File: config.mk
export PLATFORM = sky130hd
export DESIGN_NAME = fetch_ctrl
export DESIGN_NICKNAME = d
export VERILOG_FILES = /design/src/rtl/dlx_pipe_pkg.sv /design/src/rtl/sat_counter.sv /design/src/rtl/fetch_ctrl.sv
export SDC_FILE = /design/constraint.sdc
export NUM_CORES = 1
export LEC_CHECK = 0
export CAP_MARGIN = 20
export CORE_MARGIN = 8
export CORE_UTILIZATION = 39
export DETAILED_ROUTE_END_ITERATION = 6
export PLACE_DENSITY = 0.78
export SETUP_SLACK_MARGIN = 0.02
export SYNTH_ARGS = -nofsm -noshare
export SYNTH_HDL_FRONTEND = slang
export SYNTH_HIERARCHICAL = 1
export SYNTH_SLANG_ARGS = --single-unit
File: constraint.sdc
create_clock -name clk -period 2.05 [get_ports clk]
set_input_delay 0.41 -clock clk [delete_from_list [all_inputs] [get_ports clk]]
set_output_delay 0.41 -clock clk [all_outputs]
set_load 0.03 [all_outputs]
File: src/rtl/dlx_pipe_pkg.sv
// dlx_pipe_pkg: shared types and constants for the DLX pipeline control blocks.
package dlx_pipe_pkg;
   typedef enum logic [1:0] {F_RUN, F_PEND, F_ISSUE} fetch_state_t;
   localparam logic [31:0] RESET_PC = 32'h0000_0000;
endpackage

File: src/rtl/sat_counter.sv
// sat_counter: counter stepping by +1 and/or +2 per cycle, clamped at all-ones.
module sat_counter #(
   parameter int W = 16
) (
   input  logic         clk,
   input  logic         reset_n,
   input  logic         inc1,
   input  logic         inc2,
   output logic [W-1:0] cnt
);
   logic [W:0]   sum;
   logic [W-1:0] cnt_nxt;
   always_comb begin
      sum     = {1'b0, cnt} + (W+1)'({inc2, inc1});
      cnt_nxt = sum[W] ? '1 : sum[W-1:0];
   end
   always_ff @(posedge clk or negedge reset_n)
      if (!reset_n) cnt <= '0;
      else          cnt <= cnt_nxt;
endmodule

File: src/rtl/fetch_ctrl.sv
// fetch_ctrl: fetch-stage sequencer arbitrating redirects against stalls and imem waits;
// redirects seen during an outstanding fetch are parked until the stale word is discarded.
module fetch_ctrl
   import dlx_pipe_pkg::*;
#(
   parameter int CNT_W = 16
) (
   input  logic             clk,
   input  logic             reset_n,
   input  logic             br_take_EX,
   input  logic [31:0]      br_target_EX,
   input  logic             jmp_ID,
   input  logic [31:0]      jmp_target_ID,
   input  logic             ld_use_stall,
   input  logic             i_ready,
   output logic             pc_cmd_EX,
   output logic             pc_cmd_ID,
   output logic [31:0]      pc_in_EX,
   output logic [31:0]      pc_in_ID,
   output logic             pc_hold,
   output logic             i_req,
   output logic             stall_IFID,
   output logic             flush_IFID,
   output logic             flush_IDEX,
   output logic [CNT_W-1:0] squash_cnt
);
   fetch_state_t state, state_nxt;
   logic [31:0]  pend_target, pend_nxt;
   logic         cmd_ex, cmd_id, hold, stall_ifid, fl_ifid, fl_idex, inc1, inc2;

   always_comb begin
      state_nxt  = state;
      pend_nxt   = pend_target;
      cmd_ex     = 1'b0;
      cmd_id     = 1'b0;
      hold       = 1'b0;
      stall_ifid = 1'b0;
      fl_ifid    = 1'b0;
      fl_idex    = 1'b0;
      inc1       = 1'b0;
      inc2       = 1'b0;
      case (state)
         F_RUN: begin
            if (br_take_EX) begin
               fl_ifid = 1'b1;
               fl_idex = 1'b1;
               inc2    = 1'b1;
               if (i_ready) cmd_ex = 1'b1;
               else begin
                  pend_nxt  = br_target_EX;
                  hold      = 1'b1;
                  state_nxt = F_PEND;
               end
            end else if (ld_use_stall) begin
               hold       = 1'b1;
               stall_ifid = 1'b1;
               fl_idex    = 1'b1;
            end else if (jmp_ID) begin
               fl_ifid = 1'b1;
               inc1    = 1'b1;
               if (i_ready) cmd_id = 1'b1;
               else begin
                  pend_nxt  = jmp_target_ID;
                  hold      = 1'b1;
                  state_nxt = F_PEND;
               end
            end else if (!i_ready) begin
               hold    = 1'b1;
               fl_ifid = 1'b1;
            end
         end
         F_PEND: begin
            hold    = 1'b1;
            fl_ifid = 1'b1;
            if (i_ready) begin
               inc1      = 1'b1;
               state_nxt = F_ISSUE;
            end
         end
         F_ISSUE: begin
            cmd_ex    = 1'b1;
            state_nxt = F_RUN;
         end
         default: state_nxt = F_RUN;
      endcase
   end

   always_ff @(posedge clk or negedge reset_n)
      if (!reset_n) begin
         state       <= F_RUN;
         pend_target <= RESET_PC;
      end else begin
         state       <= state_nxt;
         pend_target <= pend_nxt;
      end

   // every output is forced low while reset is held, including the fetch request
   assign pc_cmd_EX  = reset_n & cmd_ex;
   assign pc_cmd_ID  = reset_n & cmd_id;
   assign pc_hold    = reset_n & hold;
   assign i_req      = reset_n;
   assign stall_IFID = reset_n & stall_ifid;
   assign flush_IFID = reset_n & fl_ifid;
   assign flush_IDEX = reset_n & fl_idex;
   assign pc_in_ID   = reset_n ? jmp_target_ID : '0;
   assign pc_in_EX   = !reset_n ? '0 : (state == F_ISSUE) ? pend_target : br_target_EX;

   sat_counter #(.W(CNT_W)) u_squash (
      .clk     (clk),
      .reset_n (reset_n),
      .inc1    (inc1),
      .inc2    (inc2),
      .cnt     (squash_cnt)
   );
endmodule

==> results_dict.tcl, run 1 <==
set metrics [dict create \
    status "finished, violations left" \
    violations "negative setup slack" \
    grt.overflow.total 0 \
    cap_viol_max_count 0 \
    grt_pass1_wl_mm 17.5 \
    dpl.hpwl_mm 7.89 \
    die_y_um 113 \
    syn_nets 433 \
    rsz0062_at_grt "yes" \
    end_kind "output port" \
    syn_area_per_cell_um2 10.1 \
    skew_ps 8.71 \
    avgRoutedWirePerCell_um 17.9 \
    critPathLaunch "state[0]$_DFFE_PN0P_" \
    rows 35 \
    pin_count 157 \
    finalSetupViolations 47 \
    crit_chain "buf_6 > buf_6 > nor2b_4 > buf_6 > buf_12 > nand2_4 > a21boi_2 > buf_6" \
    slew_headroom_pct 72.0 \
    power_density_nw_per_um2 669 \
    finalHoldViolCount 0 \
    crit_top_cell "buf_6" \
    ant_nets 0 \
    reg2reg_from "state[0]$_DFFE_PN0P_" \
    critPathLaunchType "register" \
    yosys.area.top_type_share_pct 34.3 \
    worstSkewPairLatency_ps 300 \
    placed_cells_incl_taps 623 \
    total_power_mw 4.03 \
    nNetsFinal 606 \
    syn_inst 360 \
    ys_warn_count 6 \
    p_leak_nw 2.91 \
    cts_buffer_depth 2 \
    cts.reportedPaths.clkPinSlew_ps 90 \
    yosysSeqAreaShare_pct 34.3 \
    coreArea_um2 9150 \
    cp_slowest_cell "dfrtp_2" \
    vias 3293 \
    reg2reg_to "u_squash/cnt[0]$_DFF_PN0_" \
    required_ps 1640 \
    fin_cells 644 \
    syn-cell-area_um2 3650 \
    slew_viol_final 0 \
    wl_mm 11.5 \
    grt_max_degree 65 \
    critPathBufInv 5 \
    worstMarginPinSlew_ps 419 \
    irDropWorstVdd_mv 0.605 \
    max_stage_delay_ps 460 \
    grt_pass1_vias 3485 \
    whs_ps 87.2 \
    post-route-period-util_pct 110 \
    period_minus_slack_ps 2250 \
    crit_fanout 7 \
    cts_tree "done" \
    crit_arrival_ps 1840 \
    cts_num_sinks 50 \
    clockRootBuffer "clkbuf_8" \
    synth.largest_area_cell "dfrtp_1" \
    drc 0 \
    grtUsageTotal_pct 16.7 \
    firstDrtPassIters 4 \
    critical_path_class "reg -> out" \
    diodes 0 \
    die_x_um 113 \
    fmax_mhz 444 \
    async_flop_share_pct 100 \
    antenna_found_initial 0 \
    ys.flop_type "dfrtp_1" \
    reg2reg_depth 11 \
    path_delay_family "buffers and inverters" \
    portBuffers 156 \
    cts_buffers 5 \
    synth-edff-count 0 \
    htreeDepth 2 \
    drive_above_1_share_pct 50.8 \
    r2r_slack_ps -190 \
    routed_via_density 5.11 \
    synth_cell_types 50 \
    tns_ps -7810 \
    areaGrowthSynthToFinish_pct 65.0 \
    hold_class "in -> async" \
    start_util_pct 39.9 \
    ys_top_cells_by_area "dfrtp_1 34%, mux2_4 13%, mux2_2 9.9%" \
    drt_iter0_drc 115 \
    yosys_register_bits 50 \
    utilization_pct 65.8 \
    routabilityCongestion 0.893 \
    fp.dieArea_um2 12700 \
    fin_ws_ps -200 \
]
## routing by layer
metal / track usage, % / part of all wire [%] / vias up
met3: 4.79 / 6.2 / 16
met4: 3.87 / 1.4 / 0
met5: 0 / 0 / -
met1: 19.2 / 42 / 1593
met2: 29.6 / 51 / 116
li1: - / - / 1568
## worst max path at each step
stage | end | cells after the start | slack [ps]
final | pc_in_EX[8] | 8 | -200
after global routing | u_squash/cnt[2]$_DFF_PN0_ | 11 | -340
after CTS | u_squash/cnt[0]$_DFF_PN0_ | 11 | -390
after detailed placement | u_squash/cnt[2]$_DFF_PN0_ | 12 | -780
after global placement | u_squash/cnt[2]$_DFF_PN0_ | 12 | -650
after floorplan | u_squash/cnt[13]$_DFF_PN0_ | 13 | -300
## Yosys cell counts, drive strengths merged, types with 6 or more instances
cell    instances
dfrtp          50
nand2          76
and2           33
a21oi           7
a21boi         32
buf            18
nor2            7
clkbuf         10
nand3           6
mux2           65
inv             6
## kinds of logic after synthesis
kind of cell,count (synthesis),share of synthesized area [%]
buffers and inverters,34,7.13
XOR/XNOR,8,1.92
multiplexers,65,23.3
flip-flops,50,34.3
adder cells (fa/ha/maj),3,1.23
AO/OA/AOI/OAI,50,9.90
AND/OR/NAND/NOR,150,22.2
## worst reg2reg max path: cells and delay by family, from the launching register on
kind | cells | cell delay, ps
and+or+nand+nor | 6 | 900
adders and majority gates | 2 | 540
DFF | 1 | 460
buffers and inverters | 2 | 220
AOI/OAI and AO/OA | 1 | 60
## report_power, final
part / total, mW / switching (mW) / internal [mW]
logic: 1.78 / 0.836 / 0.945
registers: 1.54 / 0.310 / 1.23
clock network: 0.708 / 0.317 / 0.391
## cells in the final DEF (no fill, tap or decap), types with 3 or more instances in the layout
| cell type | synthesis | final |
|---|---|---|
| a21boi_1 | 8 | 5 |
| a21boi_2 | 0 | 27 |
| a21oi_1 | 7 | 6 |
| and2_1 | 33 | 33 |
| buf_12 | 3 | 9 |
| buf_4 | 9 | 63 |
| buf_6 | 5 | 35 |
| clkbuf_8 | 1 | 6 |
| clkdlybuf4s50_1 | 0 | 78 |
| dfrtp_1 | 50 | 48 |
| dlymetal6s2s_1 | 0 | 3 |
| inv_1 | 6 | 5 |
| mux2_2 | 32 | 32 |
| mux2_4 | 32 | 33 |
| nand2_1 | 76 | 42 |
| nand2_2 | 0 | 8 |
| nand2_4 | 0 | 26 |
| nand3_1 | 6 | 6 |
| nor2_1 | 7 | 5 |
| nor3b_1 | 3 | 3 |
| xnor2_1 | 3 | 3 |
| xor2_1 | 5 | 5 |
## flip-flops by register name, summed over array words and instances, names as in the netlist
signal and flops:
u_squash/cnt 16, pend_target 32, state 2
## layout make-up
class,count,area (um2)
clock buffers,6,82.6
clock inverters,1,30.0
fillers,707,3130
inverters,6,22.5
multi-input cells,276,2550
flip-flops and latches,50,1250
well taps,111,139
repair buffers,194,1950
## repair_timing
| action | in CTS | in global routing |
|---|---|---|
| endpoints found under the hold margin | 0 | 0 |
| hold buffers | 0 | 0 |
| gates cloned | 4 | 0 |
| pin swaps | 10 | 64 |
| buffers inserted | 7 | 8 |
| resized for setup | 19 | 145 |
| setup endpoints to repair | 50 | 53 |
## through the flow
step | setup slack (ps) | cell area [um2]
6_report | -200 | 6020
3_5_place_dp | -783 | 5200
3_3_place_gp | -653 | 5200
4_1_cts | -392 | 5540
5_1_grt | -341 | 6020
2_1_floorplan | -297 | 3670
Power figures use the tool's default switching activity.
==> inputs of run 2 (changes only) <==
--- a/config.mk
+++ b/config.mk
@@ -9,8 +9,9 @@
 export CORE_MARGIN = 8
 export CORE_UTILIZATION = 39
 export DETAILED_ROUTE_END_ITERATION = 6
-export PLACE_DENSITY = 0.78
+export PLACE_DENSITY = 0.75
 export SETUP_SLACK_MARGIN = 0.02
+export SKIP_LAST_GASP = 1
 export SYNTH_ARGS = -nofsm -noshare
 export SYNTH_HDL_FRONTEND = slang
 export SYNTH_HIERARCHICAL = 1
==> run 2 against run 1 <==
  * The flow still finishes with violations (negative setup slack)
  * Die area stayed put
  * Via count down 1.1%
  * Non-clock buffer count fell by 1
  * Combinational power is essentially flat
  * Wire length is 0.36% lower
  * Register-to-register slack worse by 20 ps
  * Sequential share of layout area grew 0.34 points
  * Hold slack gained 70 ps
  * Sequential power about the same
  * Critical endpoint is now u_squash/cnt[6]$_DFF_PN0_
==> results_dict.tcl, run 2 (synthesis results as in run 1) <==
set metrics [dict create \
    utilization_pct 64.7 \
    crit_fanout 8 \
    drc 0 \
    skew_ps 5.86 \
    start_util_pct 39.9 \
    clockRootBuffer "clkbuf_8" \
    reg2reg_from "state[0]$_DFFE_PN0P_" \
    internal_power_mw 2.54 \
    grt.overflow.total 0 \
    grt_max_degree 45 \
    antenna_found_initial 0 \
    pin_count 157 \
    firstDrtPassIters 4 \
    fmax_mhz 442 \
    htreeDepth 2 \
    coreArea_um2 9150 \
    finalHoldViolCount 0 \
    critPathLaunchType "register" \
    slew_headroom_pct 77.6 \
    tns_ps -6640 \
    grtUsageTotal_pct 16.7 \
    fin_ws_ps -211 \
    areaGrowthSynthToFinish_pct 62.2 \
    cts_tree "done" \
    critical_path_class "reg -> reg" \
    ant_nets 0 \
    rsz0062_at_grt "yes" \
    drt_iter0_drc 167 \
    period_minus_slack_ps 2260 \
    portBuffers 156 \
    diodes 0 \
    cts_num_sinks 50 \
    critPathLaunch "state[0]$_DFFE_PN0P_" \
    crit_arrival_ps 2490 \
    power_frac_seq_pct 37.9 \
    wl_met2_mm 6.03 \
    cts_buffers 5 \
    p_comb_share_pct 44.7 \
    routabilityCongestion 0.880 \
    post-route-period-util_pct 110 \
    cts.reportedPaths.clkPinSlew_ps 100 \
    p_leak_nw 2.84 \
    switching_power_mw 1.48 \
    layout_commonest_cell "clkdlybuf4s50_1" \
    worstSkewPairLatency_ps 300 \
    largest_reg_flops 32 \
    p_clk_share_pct 17.3 \
    routed_via_density 5.06 \
    fp.dieArea_um2 12700 \
    nNetsFinal 605 \
    wl_mm 11.5 \
    layout_common_cells "78 x clkdlybuf4s50_1, 65 x buf_4, 49 x dfrtp_1" \
    die_x_um 113 \
    hold_class "in -> async" \
    finalSetupViolations 48 \
    drive_above_1_share_pct 49.9 \
    p_sw_share_pct 36.9 \
    status "finished, violations left" \
    irDropWorstVdd_mv 0.652 \
    cap_viol_max_count 0 \
    slew_viol_final 0 \
    worstMarginPinSlew_ps 335 \
    end_kind "register" \
    rows 35 \
    cts_buffer_depth 2 \
    reg_top3 "pend_target (32), u_squash/cnt (16), state (2)" \
    m1WireLength_mm 4.60 \
    largest-register "pend_target" \
    required_ps 2280 \
    wl_met3_um 813 \
    grt_pass1_vias 3565 \
    power_density_nw_per_um2 679 \
    vias 3257 \
    die_y_um 113 \
    dpl.hpwl_mm 7.89 \
    highest_layer "met4" \
    grt_pass1_wl_mm 17.6 \
    violations "negative setup slack" \
    avgRoutedWirePerCell_um 17.8 \
]
==> run 2: cell types whose count changed in the layout (fill, tap and decap cells not counted), moves of 2 or more <==
| cell | before | now |
|---|---|---|
| buf_16 | 2 | 0 |
| buf_12 | 9 | 7 |
| a21boi_1 | 5 | 7 |
| clkinvlp_4 | 0 | 2 |
| dlygate4sd2_1 | 1 | 3 |
| nand2_2 | 8 | 12 |
| nand2_4 | 26 | 23 |
| buf_4 | 63 | 65 |
| a21boi_2 | 27 | 25 |
==> run 2: power groups by stage <==
stage	sequential, mW	clock, mW	combinational (mW)
after detailed placement	1.45	0	1.63
after global routing	1.56	0.763	1.91
after CTS	1.44	0.721	1.69
after global placement	1.45	0	1.60
final	1.53	0.696	1.80
after floorplan	1.55	0	0.900
==> run 2: final timing paths <==
kind | cells after the start | endpoint | slack (ps)
hold / removal | 2 | pend_target[20]$_DFFE_PN0P_ | 160
min in group clk | 1 | pend_target[24]$_DFFE_PN0P_ | 520
max in group asynchronous | 2 | pend_target[12]$_DFFE_PN0P_ | 1230
setup reg to reg | 11 | u_squash/cnt[6]$_DFF_PN0_ | -210
setup / recovery | 11 | u_squash/cnt[6]$_DFF_PN0_ | -210
hold reg to reg | 1 | pend_target[24]$_DFFE_PN0P_ | 520
==> run 2: area by class of cell <==
type,instances,area (um2)
Timing Repair Buffer,193,1880
Clock inverter,3,45.0
Multi-Input combinational cell,276,2520
Inverter,6,22.5
Sequential cell,50,1250
Fill cell,748,3230
Tap cell,111,139
Clock buffer,5,68.8
==> run 2: critical path, stage by stage (launching register included) <==
cell	delay, ps
dfrtp_2	470
nor2_4	110
a22oi_2	60
nor2_1	110
ha_2	200
inv_2	40
fa_2	320
nand3b_1	200
nor4_4	250
nand4_4	180
buf_6	180
o21ai_2	60
==> run 2: per-layer routing <==
metal  GRT usage (%)  up-vias
met1            18.7     1587
met5               0        -
met4            2.61        0
met3            5.70        2
met2            30.3      102
li1                -     1566
==> run 2: timing repair <==
action / 4_1_cts / 5_1_grt
cloned: 4 / 0
resized for setup: 25 / 128
pin swaps: 8 / 61
buffers inserted: 4 / 4
hold buffers: 1 / 0
setup endpoints to repair: 50 / 52
hold endpoints to repair: 4 / 0
==> run 2: stage by stage <==
| step | hold slack [ps] | instance area (um2) | setup slack, ps | std cells | total power [mW] |
|---|---|---|---|---|---|
| 3_5_place_dp | 277 | 5180 | -696 | 625 | 3.08 |
| 6_report | 157 | 5920 | -211 | 644 | 4.02 |
| 2_1_floorplan | 114 | 3670 | -297 | 360 | 2.45 |
| 5_1_grt | 166 | 5920 | -344 | 644 | 4.24 |
| 4_1_cts | 145 | 5460 | -341 | 642 | 3.85 |
| 3_3_place_gp | 275 | 5180 | -615 | 625 | 3.05 |
